## src/rtl/inst_fetcher.sv

```systemverilog
// ---------------------------------------------------------------------------
// inst_fetcher
//
// Instruction fetch stage sitting directly in front of decode/execute.
// Fetches 32-bit instructions in program order over a 64-bit memory bus
// (ROM at 0x1000, RAM at 0x8000_0000). It picks the correct 32-bit half of
// each bus word and queues {pc, inst} pairs in a small FIFO that the core
// drains. A flush/redirect from the core throws away every piece of stale
// work: queued entries, a response in flight and a request still on the bus.
//
// Optional feature macro: IFETCH_STAT_EN
//   When defined, adds the stall_cycles output. This is a saturating 32-bit
//   count of cycles in which the core was ready but no instruction was
//   available. Only reset clears it.
//
// Parameters
//   FIFO_DEPTH   entries in the {pc, inst} FIFO (power of 2, >= 2)
//   RESET_PC     first fetch address after reset
//
// Ports
//   clk           clock, all state on the rising edge
//   rst           asynchronous, active-low reset
//   mem_valid     fetch request valid (registered)
//   mem_ready     bus accepts the request when mem_valid && mem_ready
//   mem_addr      8-byte aligned request address (registered)
//   mem_rvalid    read data valid, one response per accepted request
//   mem_rdata     64-bit read data
//   if_valid      FIFO head valid
//   if_ready      core pops the head when if_valid && if_ready
//   if_addr       PC of the head instruction
//   if_inst       head instruction bits
//   flush         one-cycle redirect pulse
//   flush_pc      redirect target, bits [1:0] ignored
//   stall_cycles  starved-cycle counter (IFETCH_STAT_EN only)
// ---------------------------------------------------------------------------

package eei;
    localparam int XLEN              = 64;
    localparam int ILEN              = 32;
    localparam int MEMBUS_DATA_WIDTH = 64;

    typedef logic [XLEN-1:0] Addr;
    typedef logic [ILEN-1:0] Inst;

    localparam Addr INITIAL_PC = 64'h0000_0000_0000_1000;
endpackage

module inst_fetcher #(
    parameter int unsigned FIFO_DEPTH = 4,
    parameter eei::Addr    RESET_PC   = eei::INITIAL_PC
) (
    input  logic                              clk,
    input  logic                              rst,
    output logic                              mem_valid,
    input  logic                              mem_ready,
    output logic [eei::XLEN-1:0]              mem_addr,
    input  logic                              mem_rvalid,
    input  logic [eei::MEMBUS_DATA_WIDTH-1:0] mem_rdata,
    output logic                              if_valid,
    input  logic                              if_ready,
    output logic [eei::XLEN-1:0]              if_addr,
    output logic [eei::ILEN-1:0]              if_inst,
    input  logic                              flush,
    input  logic [eei::XLEN-1:0]              flush_pc
`ifdef IFETCH_STAT_EN
    ,
    output logic [31:0]                       stall_cycles
`endif
);

    localparam int PTR_W = (FIFO_DEPTH > 1) ? $clog2(FIFO_DEPTH) : 1;
    localparam int CNT_W = PTR_W + 1;

    localparam logic [CNT_W-1:0] DEPTH_C = CNT_W'(FIFO_DEPTH);
    localparam logic [CNT_W-1:0] CNT_ONE = CNT_W'(1);
    localparam logic [PTR_W-1:0] PTR_ONE = PTR_W'(1);
    localparam eei::Addr         PC_STEP = eei::Addr'(4);

    typedef enum logic {
        S_REQ,
        S_WAIT
    } state_t;

    // Fetch control
    state_t           state;
    state_t           state_n;
    logic             drop;
    logic             drop_n;
    eei::Addr         fetch_pc;
    eei::Addr         fetch_pc_n;
    eei::Addr         req_pc;
    logic             mem_valid_n;
    eei::Addr         mem_addr_n;

    // FIFO
    eei::Addr         pc_q   [FIFO_DEPTH];
    eei::Inst         inst_q [FIFO_DEPTH];
    logic [PTR_W-1:0] rd_ptr;
    logic [PTR_W-1:0] wr_ptr;
    logic [CNT_W-1:0] count;
    logic [CNT_W-1:0] count_n;

    // Handshake events for this cycle
    logic             accept;
    logic             rsp;
    logic             push;
    logic             pop;
    eei::Addr         flush_target;
    eei::Inst         rsp_inst;

    function automatic eei::Addr line_addr(input eei::Addr pc);
        return pc & ~eei::Addr'(7);
    endfunction

    function automatic eei::Inst half_select(input logic [eei::MEMBUS_DATA_WIDTH-1:0] rdata,
                                             input logic                              upper);
        return upper ? rdata[63:32] : rdata[31:0];
    endfunction

`ifdef IFETCH_STAT_EN
    function automatic logic [31:0] sat_inc32(input logic [31:0] value);
        return (value == 32'hFFFF_FFFF) ? value : value + 32'd1;
    endfunction
`endif

    assign accept       = mem_valid && mem_ready;
    assign rsp          = (state == S_WAIT) && mem_rvalid;
    // A response racing a flush belongs to the old path and is discarded.
    assign push         = rsp && !drop && !flush;
    // A pop in the flush cycle is ignored: the whole FIFO is being cleared.
    assign pop          = if_valid && if_ready && !flush;
    assign flush_target = flush_pc & ~eei::Addr'(3);
    assign rsp_inst     = half_select(mem_rdata, req_pc[2]);

    assign if_valid     = (count != '0);
    assign if_addr      = pc_q[rd_ptr];
    assign if_inst      = inst_q[rd_ptr];

    // Next-state computation for the fetch FSM and FIFO occupancy.
    always_comb begin
        state_n    = state;
        drop_n     = drop;
        fetch_pc_n = fetch_pc;
        count_n    = count;

        unique case (state)
            S_REQ: begin
                if (accept) begin
                    state_n = S_WAIT;
                    // With drop already set, the request being accepted is
                    // a stale one held on the bus across a flush; fetch_pc
                    // already points at the redirect target, so leave it.
                    if (!drop) begin
                        fetch_pc_n = fetch_pc + PC_STEP;
                    end
                    if (flush) begin
                        drop_n = 1'b1;
                    end
                end else if (flush && mem_valid) begin
                    // The request stays on the bus until accepted, but its
                    // response must not reach the FIFO.
                    drop_n = 1'b1;
                end
            end
            S_WAIT: begin
                if (mem_rvalid) begin
                    state_n = S_REQ;
                    drop_n  = 1'b0;
                end else if (flush) begin
                    drop_n = 1'b1;
                end
            end
            default: begin
                state_n = S_REQ;
            end
        endcase

        if (flush) begin
            fetch_pc_n = flush_target;
        end

        if (flush) begin
            count_n = '0;
        end else if (push && !pop) begin
            count_n = count + CNT_ONE;
        end else if (pop && !push) begin
            count_n = count - CNT_ONE;
        end
    end

    // A request is only raised with a free FIFO slot. No push happens while
    // in REQ, so once raised mem_valid holds until it is accepted.
    assign mem_valid_n = (state_n == S_REQ) && (count_n < DEPTH_C);
    assign mem_addr_n  = (mem_valid && !mem_ready) ? mem_addr : line_addr(fetch_pc_n);

    // ---- control stage: FSM, bus request outputs, FIFO pointers ----
    always_ff @(posedge clk or negedge rst) begin
        if (!rst) begin
            state     <= S_REQ;
            drop      <= 1'b0;
            fetch_pc  <= RESET_PC;
            mem_valid <= 1'b0;
            mem_addr  <= line_addr(RESET_PC);
            rd_ptr    <= '0;
            wr_ptr    <= '0;
            count     <= '0;
        end else begin
            state     <= state_n;
            drop      <= drop_n;
            fetch_pc  <= fetch_pc_n;
            mem_valid <= mem_valid_n;
            mem_addr  <= mem_addr_n;
            count     <= count_n;
            if (flush) begin
                rd_ptr <= '0;
                wr_ptr <= '0;
            end else begin
                if (push) begin
                    wr_ptr <= wr_ptr + PTR_ONE;
                end
                if (pop) begin
                    rd_ptr <= rd_ptr + PTR_ONE;
                end
            end
        end
    end

    // ---- data stage: request PC and FIFO storage ----
    always_ff @(posedge clk) begin
        if (accept) begin
            req_pc <= fetch_pc;
        end
        if (push) begin
            pc_q[wr_ptr]   <= req_pc;
            inst_q[wr_ptr] <= rsp_inst;
        end
    end

`ifdef IFETCH_STAT_EN
    // ---- statistics ----
    always_ff @(posedge clk or negedge rst) begin
        if (!rst) begin
            stall_cycles <= 32'd0;
        end else if (if_ready && !if_valid) begin
            stall_cycles <= sat_inc32(stall_cycles);
        end
    end
`endif

endmodule

```

## config.mk

```make
export PLATFORM = sky130hd
export DESIGN_NAME = inst_fetcher
export DESIGN_NICKNAME = d
export VERILOG_FILES = /design/src/rtl/inst_fetcher.sv
export SDC_FILE = /design/constraint.sdc
export NUM_CORES = 1
export LEC_CHECK = 0
export ABC_AREA = 1
export CAP_MARGIN = 20
export CORE_AREA = 3 3 234 236
export DETAILED_ROUTE_END_ITERATION = 16
export DIE_AREA = 0 0 237 239
export HOLD_SLACK_MARGIN = 0.1
export PLACE_DENSITY = 0.69
export SKIP_LAST_GASP = 1
export SLEW_MARGIN = 30
export SYNTH_ARGS = -nofsm -noshare
export SYNTH_HDL_FRONTEND = slang
export SYNTH_SLANG_ARGS = --single-unit
```

## constraint.sdc

```tcl
create_clock -name clk -period 5.3 [get_ports clk]
set_input_delay 1.59 -clock clk [delete_from_list [all_inputs] [get_ports clk]]
set_output_delay 1.59 -clock clk [all_outputs]
set_load 0.01 [all_outputs]
```

Word-level counts from Yosys, hierarchy flattened
Memories as Yosys holds them, arrays and structs flattened.
Index checks and enable logic that the tools add are counted.

operators by class
  add/sub/neg operators = 5
  order comparisons = 1
  equal/unequal tests = 3
  multiplexer cells = 22
  bitwise gates (word level) = 2
  reductions and logical operators = 21

operators by type and width
  kind                                                                number
  64-bit 2-to-1 mux                                                   4
  64-bit by 3-bit adder with 64-bit output, second input constant     1
  32-bit 2-to-1 mux                                                   1
  1-bit logical AND                                                   11
  3-bit 2-to-1 mux                                                    3
  1-bit 2-to-1 mux                                                    8
  2-bit 2-to-1 mux                                                    4
  2-bit nonzero test                                                  3
  1-bit logical NOT                                                   5
  2-bit by 1-bit adder with 2-bit output, second input constant       2
  2-bit != test, second input constant                                2
  1-bit case mux with 2 select lines                                  2
  3-bit by 1-bit adder with 3-bit output, second input constant       1
  3-bit less-than comparator, second input constant                   1
  3-bit != test, second input constant                                1
  3-bit AND reduction                                                 1
  3-bit nonzero test                                                  1
  3-bit by 1-bit subtractor with 3-bit output, second input constant  1
  1-bit inverter                                                      2

word-level totals
  flip-flop bits (word level) = 199
  memory bits (writable) = 384
  memories = 2

memories
  name    depth  bits a word  rd ports  clocked after Yosys merged registers in  wr ports  RTL line  RTL
  pc_q    4      64           1         0                                        1         96        eei::Addr pc_q [FIFO_DEPTH];
  inst_q  4      32           1         0                                        1         97        eei::Inst inst_q [FIFO_DEPTH];

Logic depth before layout (Yosys ltp)
Gate-level depths: netlist (run 1).

  depth after elaboration = 10
  mapped depth = 13

Worst setup path before layout (run 1)
No wires, ideal clock.

  path type = input to register
  start point = in mem_rvalid
  end point = mem inst_q[0][0] (netlist name), enable pin
  arrival = 5.875 ns
  setup slack = -1.123 ns
  stages on the path = 4
  cell sequence = nand2_1 -> nor2_1 -> nand2_1 -> nor2_1

between the ends
  word-level cells in the longest chain between the ends = 5

ends and longest elaborated chain
  item                                    RTL line  RTL
  from (decl)                             57        input logic mem_rvalid,
  1-bit logical AND                       127       assign rsp = (state == S_WAIT) && mem_rvalid;
  1-bit logical AND (2 in a row)          129       assign push = rsp && !drop && !flush;
  1-bit 2-to-1 mux                        233       if (push) begin
  1-bit 2-to-1 mux (not written as such)  235       inst_q[wr_ptr] <= rsp_inst;
  to (decl)                               97

Every way passes these cells.

Worst setup path in the final report (run 1)
  start point = reg rd_ptr[0]
  end point = out if_addr[23] (netlist name)

between the ends
  word-level cells in the longest chain between the ends = 1

ends and longest elaborated chain
  item                    RTL line  RTL
  from (decl)             98        logic [PTR_W-1:0] rd_ptr;
  from (signal assigned)  222       rd_ptr <= rd_ptr + PTR_ONE;
  memory read 4 x 64 bit  -
  to (decl)               61        output logic [eei::XLEN-1:0] if_addr,

Every way passes these cells.

==> results of run 1 <==
==> report_power, final <==
part | internal, mW | total, mW | switching [mW]
clock network | 2.31 | 3.94 | 1.62
registers | 5.36 | 5.73 | 0.366
logic | 1.32 | 2.99 | 1.68
total | 8.99 | 12.7 | 3.67
==> cells in the final DEF (no fill, tap or decap), types with 12 or more instances in the layout <==
cell	count
buf_4	16
a21boi_0	15
edfxtp_1	438
mux2_2	32
and2_1	12
nand2_1	398
clkbuf_16	57
clkbuf_1	14
dfrtp_1	129
o21ai_0	201
xor2_1	17
or2_2	27
o22ai_1	94
inv_1	72
clkinv_1	13
nand3_1	85
clkdlybuf4s50_1	286
nand4_1	13
nor2_1	311
==> layout make-up <==
class | instances | area (µm²) | area share (%)
clock buffers | 76 | 1529 | 5.242
clock inverters | 29 | 314.1 | 1.077
inverters | 77 | 291.5 | 0.9995
multi-input cells | 1317 | 6523 | 22.36
flip-flops and latches | 571 | 16490 | 56.53
well taps | 688 | 860.8 | 2.951
repair buffers | 313 | 3162 | 10.84
==> flip-flops by register name, indices dropped and copies added (netlist names) <==
signal and cells:
inst_q 128, rd_ptr 2, pc_q 248, wr_ptr 2, state 1, mem_addr 61
mem_valid 1, fetch_pc 62, req_pc 62, drop 1, count 3
==> routing by layer <==
layer  share of wire (%)  global-route usage [%]  wire length, µm
met2                  48                   35.10            29250
met3                 5.5                   3.253             3357
met1                  43                   28.54            26380
met5               0.033                       0               20
met4                 3.0                   6.762             1832
==> logic make-up after synthesis <==
| kind of cell | share of synthesized area [%] |
|---|---|
| DFF | 69.71 |
| buffers and inverters | 2.921 |
| other | 0.01586 |
| and+or+nand+nor | 15.99 |
| muxes | 1.524 |
| xor gates and xnor gates | 0.9631 |
| AOI/OAI and AO/OA | 8.446 |
| adders and majority gates | 0.4234 |
==> final timing paths <==
kind,startpoint,to,slack (ns)
setup / recovery,rd_ptr[0],if_addr[23],0.43
hold / removal,mem_addr[15],mem_addr[15],0.48
setup reg to reg,fetch_pc[10],mem_addr[50],2.82
hold reg to reg,mem_addr[15],mem_addr[15],0.48
max in group asynchronous,rst,fetch_pc[12],3.44
min in group asynchronous,rst,mem_addr[49],1.00
==> metrics by stage <==
| stage | setup slack [ns] | hold WS (ns) | instances |
|---|---|---|---|
| after floorplan | -1.123 | 0.4469 | 2065 |
| after global placement | 0.9966 | 0.4627 | 2966 |
| after detailed placement | 0.9755 | 0.4638 | 2966 |
| after CTS | 0.3206 | 0.4711 | 3071 |
| after global routing | 0.1932 | 0.4929 | 3071 |
| final | 0.4253 | 0.4761 | 3071 |
==> tightest hold or removal path, cell delays in order (launching register included) <==
cell	delay, ns
dfrtp_1	0.34
nand2_1	0.05
nand2_1	0.06
==> summary.md, run 1 <==
| Metric | Value |
|---|---|
| Clock Root Buffer | clkbuf_16 |
| DIE AREA | about 57000 µm² |
| Crit-path max FO | 71 |
| GRT overflow | 0 |
| Clk slew on worst S/H paths | roughly 0.06 ns |
| Filler Cell Count | 4323 |
| Peak per-stage delay on the critical path | ~0.9 ns |
| Most instantiated library cell after synthesis | edfxtp_1 |
| Max Slew Vio Count | 0 |
| CP top delay family | buffers and inverters |
| Final min period | roughly 5 ns |
| #FFs+latches synth | between 500 and 600 |
| Layout cells sized above 1 | a little under 9% |
| Final Routed Wirelength | 60840 µm |
| Port Buffers | around 290 |
| Core Area | ~53000 µm² |
| Worst hold path type | reg2reg |
| Setup_tns | 0 ns |
| Synth cell count leaders | edfxtp_1, nand2_1, nor2_1 |
| Final HPWL DP | just under 40000 µm |
| Period utilization | between 90% and 100% |
| Power Dens Cells | around 430 nW/µm² |
| Largest net degree at the start of global routing | 101 |
| WP depth | 4 |
| DRT antenna net count | 0 |
| Starting Density | around 45% |
| DR vias/cell | roughly 5.3 |
| Die width | around 240 µm |
| LEAKAGE | 10.68 nW |
| Sequential share of the synthesized area | approximately 70% |
| Peak supply drop | 235.6 µV |
| Design Area, Final | between 20000 and 30000 µm² |
| Final setup fails | 0 |
| Critical Path RT | roughly 3.7 ns |
| Clock buffer depth | 3 |
| Synth top area share | between 50 and 60% |
| CTS Hold Bufs | 0 |
| Buf/Inv on CP | 2 |
| FFs w/ async S/R, synth | around a quarter |
| FP Rows | 84 |
| Post_cts resized | 0 |
| Num ports | between 200 and 300 |
| Post-synth EDFFs | ~440 |
| GP Congestion | between 0.9 and 1 |
| Post-route DRC | 0 |
| Area after DPL | 27320 µm² |
| H-tree levels | 2 |
| Hold-critical path depth | 2 |
| Antenna violations before repair | 1 |
| Number of global-route vias before repair | 16155 |
| Core Util, Final | a little under three fifths |
| TritonCTS clock tree | built |
| Most area-consuming cells after synthesis | edfxtp_1, dfrtp_1, nand2_1, nor2_1, o21ai_0 |
| 1st-iter DRT viols | roughly 1200 |
| Slew HR | between 40% and 50% |
| TritonCTS Buffers | 57 |
| Setup Skew | around 0.019 ns |
| Outcome | finished clean |
| RSZ-0062 raised after global routing | no |
| Worst Path Arrival | about 3.3 ns |
| Syn Std Cell Area | 23640 µm² |
| Clock tree sinks | approximately 570 |
| GRT Resource Usage Total | between 20% and 30% |
| Setup Fix Bufs, Post-CTS | 0 |
| Detailed-route via count | between 15000 and 20000 |
| Crit start category | register |
| Area leader, netlist | edfxtp_1 |
| Pwr Total | around 13 mW |
| Skew-Pair Late Insertion Delay | approximately 0.60 ns |
| Crit-path cells | buf_4 -> o21ai_0 -> o22ai_1 -> clkdlybuf4s50_1 |
| Cells after Synth | between 2000 and 2500 |
| CP Class | reg2out |
| Unique masters post-synth | 42 |
| Synth warnings | 0 |
| First-pass GRT wire length | 92290 µm |
| CP max-delay cell | dfrtp_4 |
| Fmax | 205.1 MHz |
| Avg WL per Cell | between 15 and 20 µm |
| N_diodes | 0 |
| Syn-to-layout area delta | 23.36% |
| Final hold viol count | 0 |
| CP endpoint kind | output port |
| Worst-Margin Slew | 0.8848 ns |
| Pre-antenna DRT Iters | 5 |
| Avg Synthesized Cell Area | 11.47 µm² |
| R2R cell count | 12 |
| Die H | 239 µm |
| # nets final | ~2500 |
| Primary FF master, synth | edfxtp_1 |
| Max Cap Viol | 0 |
No activity file was read; power rests on OpenSTA's default activity.
==> run 2, diff against run 1 <==
CTS_CLUSTER_DIAMETER = 120   (was not set)
==> results of run 2 <==
Final layout, timing and power as in run 1 (identical DEF).
==> run 3, diff against run 2 <==
SLEW_MARGIN = 20   (was 30)
==> summary.md, run 3 (synthesized netlist as in run 1, its figures left out) <==
| Metric | Value |
|---|---|
| Detailed-route via count | between 15000 and 20000 |
| Fmax | 204.1 MHz |
| N_diodes | 0 |
| Num ports | between 200 and 300 |
| Filler Cell Count | around 4300 |
| Final worst slack | roughly 0.4 ns |
| Crit start category | register |
| GP Congestion | 0.9648 |
| Final setup fails | 0 |
| Crit-path max FO | between 70 and 80 |
| Layout cells sized above 1 | under 10% |
| Peak supply drop | 241.0 µV |
| 1st-iter DRT viols | ~1100 |
| Slew HR | a little over a quarter |
| CP Class | reg2out |
| R2R Setup Slk | about 2.8 ns |
| LEAKAGE | 10.67 nW |
| Final min period | 4.900 ns |
| Clock Root Buffer | clkbuf_16 |
| Worst Path Arrival | about 3.3 ns |
| Port Buffers | approximately 290 |
| TritonCTS clock tree | built |
| Setup_tns | 0 ns |
| GRT Resource Usage Total | about a fifth |
| TritonCTS Buffers | between 50 and 60 |
| Clk slew on worst S/H paths | ~0.060 ns |
| Final HPWL DP | 39730 µm |
| DR vias/cell | approximately 5.3 |
| Clock buffer depth | 3 |
| Leading cell type in the layout, fill and taps excluded | edfxtp_1 |
| Skew-Pair Late Insertion Delay | ~0.6 ns |
| Final Routed Wirelength | roughly 60000 µm |
| Max Slew Vio Count | 0 |
| Largest net degree at the start of global routing | slightly above 100 |
| Max reg flops | about 250 |
| # nets final | roughly 2500 |
| Pwr Total | about 13 mW |
| Final Hold Slack | between 0.4 and 0.5 ns |
| Number of global-route vias before repair | 16122 |
| Biggest regs | pc_q: 248 flops, inst_q: 128 flops |
| Area after DPL | about 27000 µm² |
| Most frequent cells in the layout | edfxtp_1, nand2_1, nor2_1 |
| DIE AREA | between 50000 and 60000 µm² |
| FP Rows | between 80 and 90 |
| Core Area | 52660 µm² |
| Post-route DRC | 0 |
| CP endpoint kind | output port |
| GRT overflow | 0 |
| Die H | around 240 µm |
| First-pass GRT wire length | just over 90000 µm |
| Outcome | finished clean |
| Pre-antenna DRT Iters | 5 |
| Starting Density | between 40% and 50% |
| Design Area, Final | 29110 µm² |
| Antenna violations before repair | 1 |
| Finished Layout Cells | roughly 3100 |
| Syn-to-layout area delta | 23.13% |
| Worst hold path type | reg2reg |
| Period utilization | 92.45% |
| Power Dens Cells | 431.7 nW/µm² |
| Critical Path RT | around 3.7 ns |
| Avg WL per Cell | 19.72 µm |
| Clock tree sinks | between 500 and 600 |
| DRT antenna net count | 0 |
| Post_cts resized | 0 |
| Inst Count DP | slightly below 3000 |
| Setup Skew | about 0.015 ns |
| Worst-Margin Slew | roughly 1.1 ns |
| Max Cap Viol | 0 |
| RSZ-0062 raised after global routing | no |
| CTS Hold Bufs | 0 |
| Final hold viol count | 0 |
| Biggest register | pc_q |
| Setup Fix Bufs, Post-CTS | 0 |
| Dpl ws | about 0.98 ns |
| Die width | about 240 µm |
| Core Util, Final | between 50% and 60% |
| H-tree levels | 2 |
run 3: cell types whose count changed in the layout (fill, tap and decap cells not counted), sizes merged:
cell	previous run	this run
bufinv	6	5
clkbuf	76	71
clkinv	20	25
inv	78	77
run 3: cell type report:
cell class / instances / area [µm²] / share of cell area (%)
inverters: 77 / 291.5 / 1.001
clock buffers: 71 / 1481 / 5.089
clock inverters: 32 / 317.8 / 1.092
multi-input cells: 1317 / 6523 / 22.40
well taps: 688 / 860.8 / 2.957
repair buffers: 313 / 3151 / 10.82
flip-flops and latches: 571 / 16490 / 56.64
run 3: worst paths after layout:
check,cells past startpoint,startpoint,end
hold reg to reg,2,mem_addr[12],mem_addr[12]
max in group asynchronous,2,rst,fetch_pc[12]
setup reg to reg,10,fetch_pc[11],fetch_pc[58]
min in group asynchronous,1,rst,mem_addr[53]
hold / removal,2,mem_addr[12],mem_addr[12]
setup / recovery,5,rd_ptr[0],if_addr[42]
run 3: metal layers:
metal  global-route usage [%]  vias up  routed length, µm
li1                         -     7730                  -
met1                    28.25     7814              26450
met2                    35.24      475              29100
met3                    3.438       96               3300
met4                    6.579        2               1666
met5                        0        -                 11
run 3: critical path, stage by stage, from the launching register on:
cell and delay, ns:
dfrtp_4 0.73, inv_4 0.42, buf_4 0.42, o21ai_0 0.13
o22ai_1 0.31, clkdlybuf4s50_1 0.61
run 3: power by group:
group          internal (mW)  leakage (nW)  switching, mW
clock                   2.22         0.876           1.63
sequential              5.36          5.54          0.367
combinational           1.32          4.25           1.67
total                   8.90          10.7           3.67
